## src/rtl/elevator_request_scheduler_pkg.sv

```systemverilog
// Shared types and constants for the elevator request scheduler.
// State encoding, default floor count, floor index type and sweep direction values.
package elevator_pkg;

   localparam int NUM_FLOORS_DEFAULT = 4;

   typedef logic [$clog2(NUM_FLOORS_DEFAULT)-1:0] floor_t;

   localparam logic DIR_UP   = 1'b1;
   localparam logic DIR_DOWN = 1'b0;

   typedef enum logic [2:0] {
      ST_IDLE     = 3'd0,
      ST_DISPATCH = 3'd1,
      ST_TRAVEL   = 3'd2,
      ST_DOOR     = 3'd3,
      ST_HALT     = 3'd4
   } state_t;

endpackage

```

## src/rtl/elevator_request_scheduler_if.sv

```systemverilog
// Car-side bus of the scheduler: calls, car status, target handshake and status outputs.
// served_count exists only when SCHED_STATS_EN is defined.
interface elevator_request_scheduler_if
   import elevator_pkg::*;
#(
   parameter int NUM_FLOORS = NUM_FLOORS_DEFAULT
);
   localparam int FW = $clog2(NUM_FLOORS);

   logic                  emergency_stop;
   logic [NUM_FLOORS-1:0] call_req;
   logic [FW-1:0]         current_floor;
   logic                  car_arrived;
   logic                  target_ready;
   logic                  target_valid;
   logic [FW-1:0]         target_floor;
   logic [NUM_FLOORS-1:0] pending;
   logic                  dir_up;
   logic                  door_hold;
   logic                  busy;
`ifdef SCHED_STATS_EN
   logic [15:0]           served_count;
`endif

   modport master (
      input  emergency_stop, call_req, current_floor, car_arrived, target_ready,
      output target_valid, target_floor, pending, dir_up, door_hold, busy
`ifdef SCHED_STATS_EN
      , output served_count
`endif
   );

   modport slave (
      output emergency_stop, call_req, current_floor, car_arrived, target_ready,
      input  target_valid, target_floor, pending, dir_up, door_hold, busy
`ifdef SCHED_STATS_EN
      , input served_count
`endif
   );

endinterface

```

## src/rtl/elevator_request_scheduler_door_timer.sv

```systemverilog
// Door-open down-counter: loads DOOR_CYCLES-1 on start/restart, counts while hold is high.
// done flags terminal count; clear forces the counter to zero.
module elevator_door_timer #(
   parameter int DOOR_CYCLES = 8
) (
   input  logic clk,
   input  logic rst,
   input  logic start,
   input  logic restart,
   input  logic clear,
   input  logic hold,
   output logic done
);
   localparam logic [7:0] LOAD_VAL = 8'(DOOR_CYCLES - 1);

   logic [7:0] r_count;

   always_ff @(posedge clk or posedge rst) begin
      if (rst) begin
         r_count <= 8'd0;
      end else if (clear) begin
         r_count <= 8'd0;
      end else if (start || restart) begin
         r_count <= LOAD_VAL;
      end else if (hold && (r_count != 8'd0)) begin
         r_count <= r_count - 8'd1;
      end
   end

   assign done = (r_count == 8'd0);

endmodule

```

## src/rtl/elevator_request_scheduler.sv

```systemverilog
// SCAN elevator request scheduler: latches floor calls, offers targets, times door stops.
// Optional SCHED_STATS_EN adds a saturating served_count on the interface.
//
// state    | meaning
// IDLE     | no stop in progress; inspect pending
// DISPATCH | target_floor offered, waiting for target_ready
// TRAVEL   | car moving to target, waiting for car_arrived
// DOOR     | door held open for DOOR_CYCLES cycles
// HALT     | emergency stop active, door held, no target offered
module elevator_request_scheduler
   import elevator_pkg::*;
#(
   parameter int NUM_FLOORS  = NUM_FLOORS_DEFAULT,
   parameter int DOOR_CYCLES = 8
) (
   input logic                          clk,
   input logic                          rst,
   elevator_request_scheduler_if.master bus
);
   localparam int FW = $clog2(NUM_FLOORS);

   state_t                r_state, w_state_next;
   logic [NUM_FLOORS-1:0] r_pending, w_call_mask, w_clear_mask;
   logic [FW-1:0]         r_target_floor, w_cur_floor, w_sel_floor, w_sel_up, w_sel_dn;
   logic                  r_dir_up, r_target_valid, r_door_hold, r_busy;
   logic                  w_sel_dir, w_found_up, w_found_dn, w_handshake, w_load_target;
   logic                  w_tv_next, w_dh_next, w_busy_next;
   logic                  w_door_start, w_door_restart, w_door_clear, w_door_run, w_door_done;
   int                    w_cf_raw, w_cur_idx;

   // Out-of-range positions are treated as the top floor.
   always_comb begin
      w_cf_raw    = int'(bus.current_floor);
      w_cur_idx   = (w_cf_raw >= NUM_FLOORS) ? NUM_FLOORS - 1 : w_cf_raw;
      w_cur_floor = FW'(w_cur_idx);
   end

   always_comb begin
      w_sel_up   = '0;
      w_found_up = 1'b0;
      w_sel_dn   = '0;
      w_found_dn = 1'b0;
      for (int i = NUM_FLOORS - 1; i >= 0; i--) begin
         if (r_pending[i] && (i > w_cur_idx)) begin
            w_sel_up   = FW'(i);
            w_found_up = 1'b1;
         end
      end
      for (int i = 0; i < NUM_FLOORS; i++) begin
         if (r_pending[i] && (i < w_cur_idx)) begin
            w_sel_dn   = FW'(i);
            w_found_dn = 1'b1;
         end
      end
      if (r_dir_up == DIR_UP) begin
         w_sel_floor = w_found_up ? w_sel_up : w_sel_dn;
         w_sel_dir   = w_found_up ? DIR_UP : DIR_DOWN;
      end else begin
         w_sel_floor = w_found_dn ? w_sel_dn : w_sel_up;
         w_sel_dir   = w_found_dn ? DIR_DOWN : DIR_UP;
      end
   end

   always_ff @(posedge clk or posedge rst) begin
      if (rst) r_state <= ST_IDLE;
      else     r_state <= w_state_next;
   end

   always_comb begin
      w_state_next   = r_state;
      w_clear_mask   = '0;
      w_call_mask    = '1;
      w_door_start   = 1'b0;
      w_door_restart = 1'b0;
      w_handshake    = r_target_valid && bus.target_ready;
      if (bus.emergency_stop) begin
         w_state_next = ST_HALT;
      end else begin
         case (r_state)
            ST_IDLE: begin
               if (r_pending[w_cur_floor]) begin
                  w_state_next              = ST_DOOR;
                  w_clear_mask[w_cur_floor] = 1'b1;
                  w_door_start              = 1'b1;
               end else if (|r_pending) begin
                  w_state_next = ST_DISPATCH;
               end
            end
            ST_DISPATCH: if (w_handshake) w_state_next = ST_TRAVEL;
            ST_TRAVEL: begin
               if (bus.car_arrived) begin
                  w_state_next                = ST_DOOR;
                  w_clear_mask[r_target_floor] = 1'b1;
                  w_call_mask[r_target_floor]  = 1'b0;
                  w_door_start                = 1'b1;
               end
            end
            ST_DOOR: begin
               // A call at the open floor is absorbed and keeps the door open longer.
               if (bus.call_req[w_cur_floor]) begin
                  w_door_restart           = 1'b1;
                  w_call_mask[w_cur_floor] = 1'b0;
               end else if (w_door_done) begin
                  w_state_next = ST_IDLE;
               end
            end
            ST_HALT: w_state_next = ST_IDLE;
            default: w_state_next = ST_IDLE;
         endcase
      end
   end

   always_comb begin
      w_tv_next     = (w_state_next == ST_DISPATCH);
      w_dh_next     = (w_state_next == ST_DOOR) || (w_state_next == ST_HALT);
      w_busy_next   = (w_state_next != ST_IDLE);
      w_load_target = (r_state == ST_IDLE) && (w_state_next == ST_DISPATCH);
   end

   always_ff @(posedge clk or posedge rst) begin
      if (rst) begin
         r_target_valid <= 1'b0;
         r_target_floor <= '0;
         r_dir_up       <= DIR_UP;
         r_door_hold    <= 1'b0;
         r_busy         <= 1'b0;
      end else begin
         r_target_valid <= w_tv_next;
         r_door_hold    <= w_dh_next;
         r_busy         <= w_busy_next;
         if (w_load_target) begin
            r_target_floor <= w_sel_floor;
            r_dir_up       <= w_sel_dir;
         end
      end
   end

   always_ff @(posedge clk or posedge rst) begin
      if (rst) r_pending <= '0;
      else     r_pending <= (r_pending | (bus.call_req & w_call_mask)) & ~w_clear_mask;
   end

   assign w_door_clear = (r_state == ST_HALT);
   assign w_door_run   = (r_state == ST_DOOR);

   elevator_door_timer #(.DOOR_CYCLES(DOOR_CYCLES)) u_door_timer (
      .clk     (clk),
      .rst     (rst),
      .start   (w_door_start),
      .restart (w_door_restart),
      .clear   (w_door_clear),
      .hold    (w_door_run),
      .done    (w_door_done)
   );

`ifdef SCHED_STATS_EN
   logic [15:0] r_served_count;

   always_ff @(posedge clk or posedge rst) begin
      if (rst) begin
         r_served_count <= 16'd0;
      end else if ((w_state_next == ST_DOOR) && (r_state != ST_DOOR) &&
                   (r_served_count != 16'hFFFF)) begin
         r_served_count <= r_served_count + 16'd1;
      end
   end

   assign bus.served_count = r_served_count;
`endif

   assign bus.target_valid = r_target_valid;
   assign bus.target_floor = r_target_floor;
   assign bus.pending      = r_pending;
   assign bus.dir_up       = r_dir_up;
   assign bus.door_hold    = r_door_hold;
   assign bus.busy         = r_busy;

endmodule

```

## src/flat_wrapper.sv

```systemverilog
// flat-port wrapper written by rule: the top's interface ports become plain ports
module elevator_request_scheduler_flat import elevator_pkg::*;
#(
   parameter int NUM_FLOORS  = NUM_FLOORS_DEFAULT,
   parameter int DOOR_CYCLES = 8
)
  (clk, rst, bus_emergency_stop, bus_call_req, bus_current_floor, bus_car_arrived, bus_target_ready, bus_target_valid, bus_target_floor, bus_pending, bus_dir_up, bus_door_hold, bus_busy);
  elevator_request_scheduler_if #(.NUM_FLOORS(NUM_FLOORS)) bus_i ();
  input logic clk;
  input logic rst;
  input wire logic [$bits(bus_i.emergency_stop)-1:0] bus_emergency_stop;
  input wire logic [$bits(bus_i.call_req)-1:0] bus_call_req;
  input wire logic [$bits(bus_i.current_floor)-1:0] bus_current_floor;
  input wire logic [$bits(bus_i.car_arrived)-1:0] bus_car_arrived;
  input wire logic [$bits(bus_i.target_ready)-1:0] bus_target_ready;
  output wire logic [$bits(bus_i.target_valid)-1:0] bus_target_valid;
  output wire logic [$bits(bus_i.target_floor)-1:0] bus_target_floor;
  output wire logic [$bits(bus_i.pending)-1:0] bus_pending;
  output wire logic [$bits(bus_i.dir_up)-1:0] bus_dir_up;
  output wire logic [$bits(bus_i.door_hold)-1:0] bus_door_hold;
  output wire logic [$bits(bus_i.busy)-1:0] bus_busy;
  assign bus_i.emergency_stop = bus_emergency_stop;
  assign bus_i.call_req = bus_call_req;
  assign bus_i.current_floor = bus_current_floor;
  assign bus_i.car_arrived = bus_car_arrived;
  assign bus_i.target_ready = bus_target_ready;
  assign bus_target_valid = bus_i.target_valid;
  assign bus_target_floor = bus_i.target_floor;
  assign bus_pending = bus_i.pending;
  assign bus_dir_up = bus_i.dir_up;
  assign bus_door_hold = bus_i.door_hold;
  assign bus_busy = bus_i.busy;
  elevator_request_scheduler #(.NUM_FLOORS(NUM_FLOORS), .DOOR_CYCLES(DOOR_CYCLES)) u_core (.clk(clk), .rst(rst), .bus(bus_i));
endmodule
```

## config.mk

```make
export PLATFORM = sky130hd
export DESIGN_NAME = elevator_request_scheduler_flat
export DESIGN_NICKNAME = d
export VERILOG_FILES = /design/src/rtl/elevator_request_scheduler_pkg.sv /design/src/rtl/elevator_request_scheduler_if.sv /design/src/rtl/elevator_request_scheduler_door_timer.sv /design/src/rtl/elevator_request_scheduler.sv /design/src/flat_wrapper.sv
export SDC_FILE = /design/constraint.sdc
export NUM_CORES = 1
export LEC_CHECK = 0
export ABC_AREA = 0
export BUFFER_PORTS_ARGS = -buffer_cell sky130_fd_sc_hd__clkbuf_2
export CAP_MARGIN = 30
export CORE_UTILIZATION = 60
export CTS_CLUSTER_SIZE = 28
export DETAILED_ROUTE_END_ITERATION = 10
export GPL_ROUTABILITY_DRIVEN = 0
export PLACE_DENSITY = 0.83
export SYNTH_ARGS = -nofsm -noshare
export SYNTH_HDL_FRONTEND = slang
export SYNTH_HIERARCHICAL = 1
export SYNTH_SLANG_ARGS = --single-unit
```

## constraint.sdc

```tcl
create_clock -name clk -period 4.5 [get_ports clk]
set_input_delay 1.35 -clock clk [delete_from_list [all_inputs] [get_ports clk]]
set_output_delay 1.35 -clock clk [all_outputs]
set_load 0.1 [all_outputs]
```

* Yosys cells after proc, flatten, opt, wreduce, memory -nomap -nowiden
Cells that the tools add are included.
** Word-level totals
- Bits in writable memories :: 0
- Register bits after elaboration :: 21
- Input bits :: 11
- Memories kept :: 0
- Bits in read-only memories :: 0
- Bits in latches :: 0
** Operators by class
- Div/mod/pow operators :: 0
- Equal/unequal tests :: 7
- $mul :: 0
- Shifts and indexed selects :: 0
- Reduce and logical (&&, ||, !) cells :: 21
- Bitwise operators :: 6
- Magnitude comparators :: 12
- Muxes and demuxes :: 55
- $add $sub $neg :: 1
** Operator list (number)
- two-way mux 4 bit :: 6
- two-way mux 8 bit :: 3
- two-way mux 1 bit :: 22
- two-way mux 3 bit :: 7
- two-way mux 2 bit :: 9
- case mux 4 bit (2 select lines) :: 2
- logical AND 1 bit :: 13
- inverter 4 bit :: 3
- case mux 3 bit (4 select lines) :: 1
- equality test 3 x 2 -> 1 bit, second input constant :: 3
- bitwise AND 4 bit :: 2
- zero test 8 bit :: 1
- nonzero test 8 bit :: 1
- subtractor 8 x 1 -> 8 bit, second input constant :: 1
- equality test 3 x 1 -> 1 bit, second input constant :: 2
- equality test 3 bit, second input constant :: 2
- less-than comparator 2 x 3 -> 1 bit, second input constant :: 2
- nonzero test 3 bit :: 2
- binary-select mux 1 bit (select 2 bit) :: 2
- demux 1 bit (select 2 bit) :: 2
- greater-or-equal comparator 2 x 1 -> 1 bit, second input constant :: 2
- > comparator 1 x 2 -> 1 bit, first input constant :: 2
- > comparator 2 bit, first input constant :: 2
- less-than comparator 1 x 2 -> 1 bit, first input constant :: 2
- other kinds (6) :: 8

* Depth between registers and ports, before layout
- Depth after elaboration :: 11
- Mapped depth :: 9

* By module
Netlist, hierarchy kept.
** By module, submodules not included
- elevator_request_scheduler :: area each 917.1 µm², instances 1, cells each 101
- elevator_door_timer :: area each 506.7 µm², instances 1, cells each 55

* Least setup slack after synthesis
OpenSTA, ideal clock, no wires.
- Path type :: in2reg
- Start :: in bus_current_floor[0]
- End :: reg u_core.u_door_timer.r_count[7]
- Path slack :: 1.462 ns
- Path buffers :: 0
- Data arrival time :: 2.959 ns
- Setup time :: 0.079 ns
- Cell stages on the path :: 7
- Data required time :: 4.421 ns
- Cells stage by stage :: mux4_2 or2b_1 a21o_1 nor3_1 or3_1 or3_1 mux2i_1
** On the way
- Word-level cells in the longest chain between the ends :: 8
- Elaborated cells on any way between the ends :: 14
- Those cells by class :: 12 x mux; 2 x reduce/logical
** RTL lines
- start: declaration :: RTL line flat_wrapper.sv:13 : input wire logic [$bits(bus_i.current_floor)-1:0] bus_current_floor;
- binary-select mux 1 bit (select 2 bit) (*) :: RTL line elevator_request_scheduler.sv:81 : if (r_pending[w_cur_floor]) begin
- two-way mux 1 bit (implied by the code) (*) :: RTL line elevator_request_scheduler.sv:81
- two-way mux 1 bit (*) :: RTL line elevator_request_scheduler.sv:81
- case mux 1 bit (2 select lines) (*) :: RTL line elevator_request_scheduler.sv:79 : case (r_state)
- two-way mux 1 bit (*) :: RTL line elevator_request_scheduler.sv:76 : if (bus.emergency_stop) begin
- net u_core.w_door_start :: RTL line elevator_request_scheduler.sv:28 : logic w_door_start, w_door_restart, w_door_clear, w_door_run, w_door_done;
- logical OR 1 bit (*) :: RTL line elevator_request_scheduler_door_timer.sv:23 : end else if (start || restart) begin
- two-way mux 8 bit :: RTL line elevator_request_scheduler_door_timer.sv:23
- two-way mux 8 bit :: RTL line elevator_request_scheduler_door_timer.sv:21 : end else if (clear) begin
- end signal: assignment :: RTL line elevator_request_scheduler_door_timer.sv:26 : r_count <= r_count - 8'd1;
- end: declaration :: RTL line elevator_request_scheduler_door_timer.sv:16 : logic [7:0] r_count;
The timed path passes the listed nets; every way through them passes the cells marked *. The select of a mux whose other input is x is not followed.
A chain may end at the register's enable or synchronous reset.

* Worst setup path in the final report
- Start :: in bus_current_floor[0]
- End :: reg u_core.u_door_timer.r_count[4]
Same word-level chain as after synthesis.

==> reports/summary.txt <==
================================================================================
Top FF cell, synth                                                  sky130_fd_sc_hd__dfrtp_1
CTS clock-pin slew for the worst setup and hold paths                    0.12 ns
Buffer cell driving the clock tree root                             sky130_fd_sc_hd__clkbuf_4
Number of placed I/O pins                                                     21
Average footprint of a synthesized cell                                 9.13 µm²
Hold Path Class                                                       reg -> reg
Unrepaired setup endpoints after global routing                            false
Area growth from synthesis to layout                                       7.21%
Global-route total usage across every layer                                27.3%
Number of flops mapped to enable cells by yosys                                0
Delay of the slowest cell on the worst path                              0.60 ns
Leading area contributor after synthesis                            sky130_fd_sc_hd__dfrtp_1
Clock latency reported for the late side of the worst-skew pair          0.31 ns
WL per Instance                                                          16.3 µm
# DRC                                                                          0
Number of global-route vias before repair                                   1173
Clock tree skew after final layout                                    0.00491 ns
Cell-by-cell listing of the critical path                           clkbuf_2, mux4_2, or2b_1, a21o_1, nor3_1, nor3_1, nand2b_1, o41ai_1
CP Buf/Inv Count                                                               1
Largest voltage drop on the vdd net                                   0.000454 V
Global route total overflow                                                    0
Cell area after technology mapping                                      1420 µm²
TritonCTS clock tree                                                         yes
Headroom to the max-slew limit                                             48.1%
Endpoint kind of the worst setup timing path                            register
Launching element of the worst setup path                           bus_current_floor[0]
Buffers added on ports                                                        20
Number of synthesis warnings                                                   6
Timing-limited maximum frequency                                         316 MHz
Global-route wire length before repair                                   5150 µm
Final Hold Slack                                                        0.590 ns
Post-CTS Hold Fix Bufs                                                         0
CTS sink count                                                                21
Routed vias                                                                 1263
Area of the die                                                         2570 µm²
Total number of placement rows                                                17
Slew Viols, Final                                                              0
Die H                                                                    50.7 µm
Most frequent cell on the critical path                             sky130_fd_sc_hd__nor3_1
Die X                                                                    50.7 µm
PD cells                                                              412 nW/µm²
Type of the worst setup path                                           in -> reg
Mapped Nets                                                                  169
Outcome                                                                completed
Initial standard-cell utilization of the core                              63.8%
Slew at the pin with the worst max-slew slack                           0.768 ns
Fin nets                                                                     183
Biggest area contributors in the synthesized netlist                sky130_fd_sc_hd__dfrtp_1 35%, sky130_fd_sc_hd__a21oi_1 3.2%, sky130_fd_sc_hd__mux4_2 3.2%
Origin of the worst min-delay path                                  u_core/bus.target_floor[0]
Count of TritonRoute iterations in the first routing pass                      4
Floorplan Core Area                                                     2230 µm²
# diodes                                                                       0
Max FO, Critical Path                                                         14
Deepest level of the CTS H-tree                                                1
Largest net degree at the start of global routing                             16
Top cell type's share of synthesized area                                  35.1%
Arrival time of the worst setup path                                     3.37 ns
# fillers                                                                    188
Final WL                                                                 3220 µm
Violation count after the first detailed-routing iteration                    50
Cell family with the largest share of critical-path delay           simple AND/OR/NAND/NOR gates
Resized cells post-CTS                                                         0
Hold Vio Cnt, Final                                                            0
Fin crit share                                                             70.3%
Post-detailed-placement half-perimeter wirelength                        2340 µm
Gate count after technology mapping                                          156
Setup TNS after final layout                                                0 ns
DRT antenna net count                                                          0
Yosys reg bits                                                                21
Number of different library cells in the post-synthesis netlist               49
Required arrival time at the worst endpoint                              4.71 ns
Launch point of the worst reg-to-reg path                           u_core/bus.pending[2]
Leading cell types in the layout, fill and taps excluded            20 x sky130_fd_sc_hd__clkbuf_2, 20 x sky130_fd_sc_hd__dfrtp_1, 12 x sky130_fd_sc_hd__nand2_1
DR vias/cell                                                                6.41
Post-CTS repair timing setup buffer count                                      0
Final count of negative-setup-slack endpoints                                  0
Number of maximum-capacitance violations                                       0
Min Clock Period, post-route                                             3.16 ns
Cell with the biggest individual delay on the critical path         sky130_fd_sc_hd__mux4_2
Share of layout cells above drive strength 1                               19.5%
Leakage Power                                                           0.642 nW
Fraction of registers with async set or reset after synthesis               100%
Number of antenna violations at the first check in global routing              0
Post-synthesis sequential area ratio                                       37.0%
Clk buf depth                                                                  2
Number of buffers added by the clock tree synthesis step                       3
Startpoint kind of the worst setup timing path                        input port
================================================================================
-- routing by layer --
metal / global-route usage (%) / wire (µm)
met5: 0 / 0
met1: 32.1 / 1400
met4: 8.33 / 27
met2: 49.3 / 1680
met3: 5.45 / 112
-- layout make-up --
cell class | count | area (µm²) | share of cell area (%)
sequential | 21 | 527 | 34.5
clock buffer | 3 | 22.5 | 1.48
inverter | 9 | 33.8 | 2.21
multi-input combinational | 115 | 803 | 52.6
timing repair buffer | 20 | 100 | 6.56
tap | 28 | 35.0 | 2.30
clock inverter | 1 | 5.00 | 0.328
-- stage by stage --
step / util [%] / cell area, µm² / power (mW) / worst slack (ns) / std cells
6_report: 68.3 / 1530 / 0.629 / 1.34 / 197
3_5_place_dp: 67.1 / 1500 / 0.537 / 1.03 / 193
4_1_cts: 68.3 / 1530 / 0.632 / 1.36 / 197
3_3_place_gp: 67.1 / 1500 / 0.528 / 1.11 / 193
2_1_floorplan: - / 1420 / 0.488 / 1.46 / 156
5_1_grt: 68.3 / 1530 / 0.659 / 1.24 / 197
-- state kept, by name (all words and copies together) (netlist names) --
| signal | count |
|---|---|
| u_core/bus.target_floor | 2 |
| u_core/bus.busy | 1 |
| u_core/bus.dir_up | 1 |
| u_core/r_state | 3 |
| u_core/bus.door_hold | 1 |
| u_core/u_door_timer/r_count | 8 |
| u_core/bus.pending | 4 |
| u_core/bus.target_valid | 1 |
-- cells in the mapped netlist, types with 3 or more instances --
cell,count
sky130_fd_sc_hd__a21oi_1,9
sky130_fd_sc_hd__a311oi_1,4
sky130_fd_sc_hd__a31oi_1,3
sky130_fd_sc_hd__buf_2,3
sky130_fd_sc_hd__clkbuf_1,6
sky130_fd_sc_hd__dfrtp_1,20
sky130_fd_sc_hd__inv_1,9
sky130_fd_sc_hd__mux2i_1,4
sky130_fd_sc_hd__nand2_1,12
sky130_fd_sc_hd__nand2b_1,3
sky130_fd_sc_hd__nor2_1,9
sky130_fd_sc_hd__nor2b_1,4
sky130_fd_sc_hd__nor3_1,3
sky130_fd_sc_hd__nor3b_1,3
sky130_fd_sc_hd__nor4_1,3
sky130_fd_sc_hd__o2111ai_1,3
sky130_fd_sc_hd__o211ai_1,3
sky130_fd_sc_hd__o21ai_0,6
sky130_fd_sc_hd__or3_1,4
sky130_fd_sc_hd__or4_1,5
-- report_power, final --
group | total [mW] | switching, mW | internal [mW]
sequential | 0.257 | 0.0397 | 0.217
clock | 0.0929 | 0.0597 | 0.0332
combinational | 0.280 | 0.211 | 0.0689
-- kinds of logic (layout without fill, tap and decap cells) --
| family | count (synthesis) | count (layout) | synth area share, % |
|---|---|---|---|
| AOI/OAI and AO/OA | 46 | 46 | 22.9 |
| adders and majority gates | 2 | 2 | 1.76 |
| buffers and inverters | 20 | 33 | 6.59 |
| DFF | 21 | 21 | 37.0 |
| muxes | 7 | 7 | 6.77 |
| and+or+nand+nor | 60 | 60 | 25.0 |
-- worst paths after layout --
check,endpoint,slack (ns),cells after the start
max,u_core/u_door_timer/r_count[4],1.34,8
min,u_core/bus.pending[1],0.59,1
max reg2reg,u_core/u_door_timer/r_count[4],2.16,7
min reg2reg,u_core/bus.pending[1],0.59,1
max in group asynchronous,u_core/bus.dir_up,3.10,2
min in group asynchronous,u_core/u_door_timer/r_count[3],0.95,2
Power figures use the tool's default switching activity.
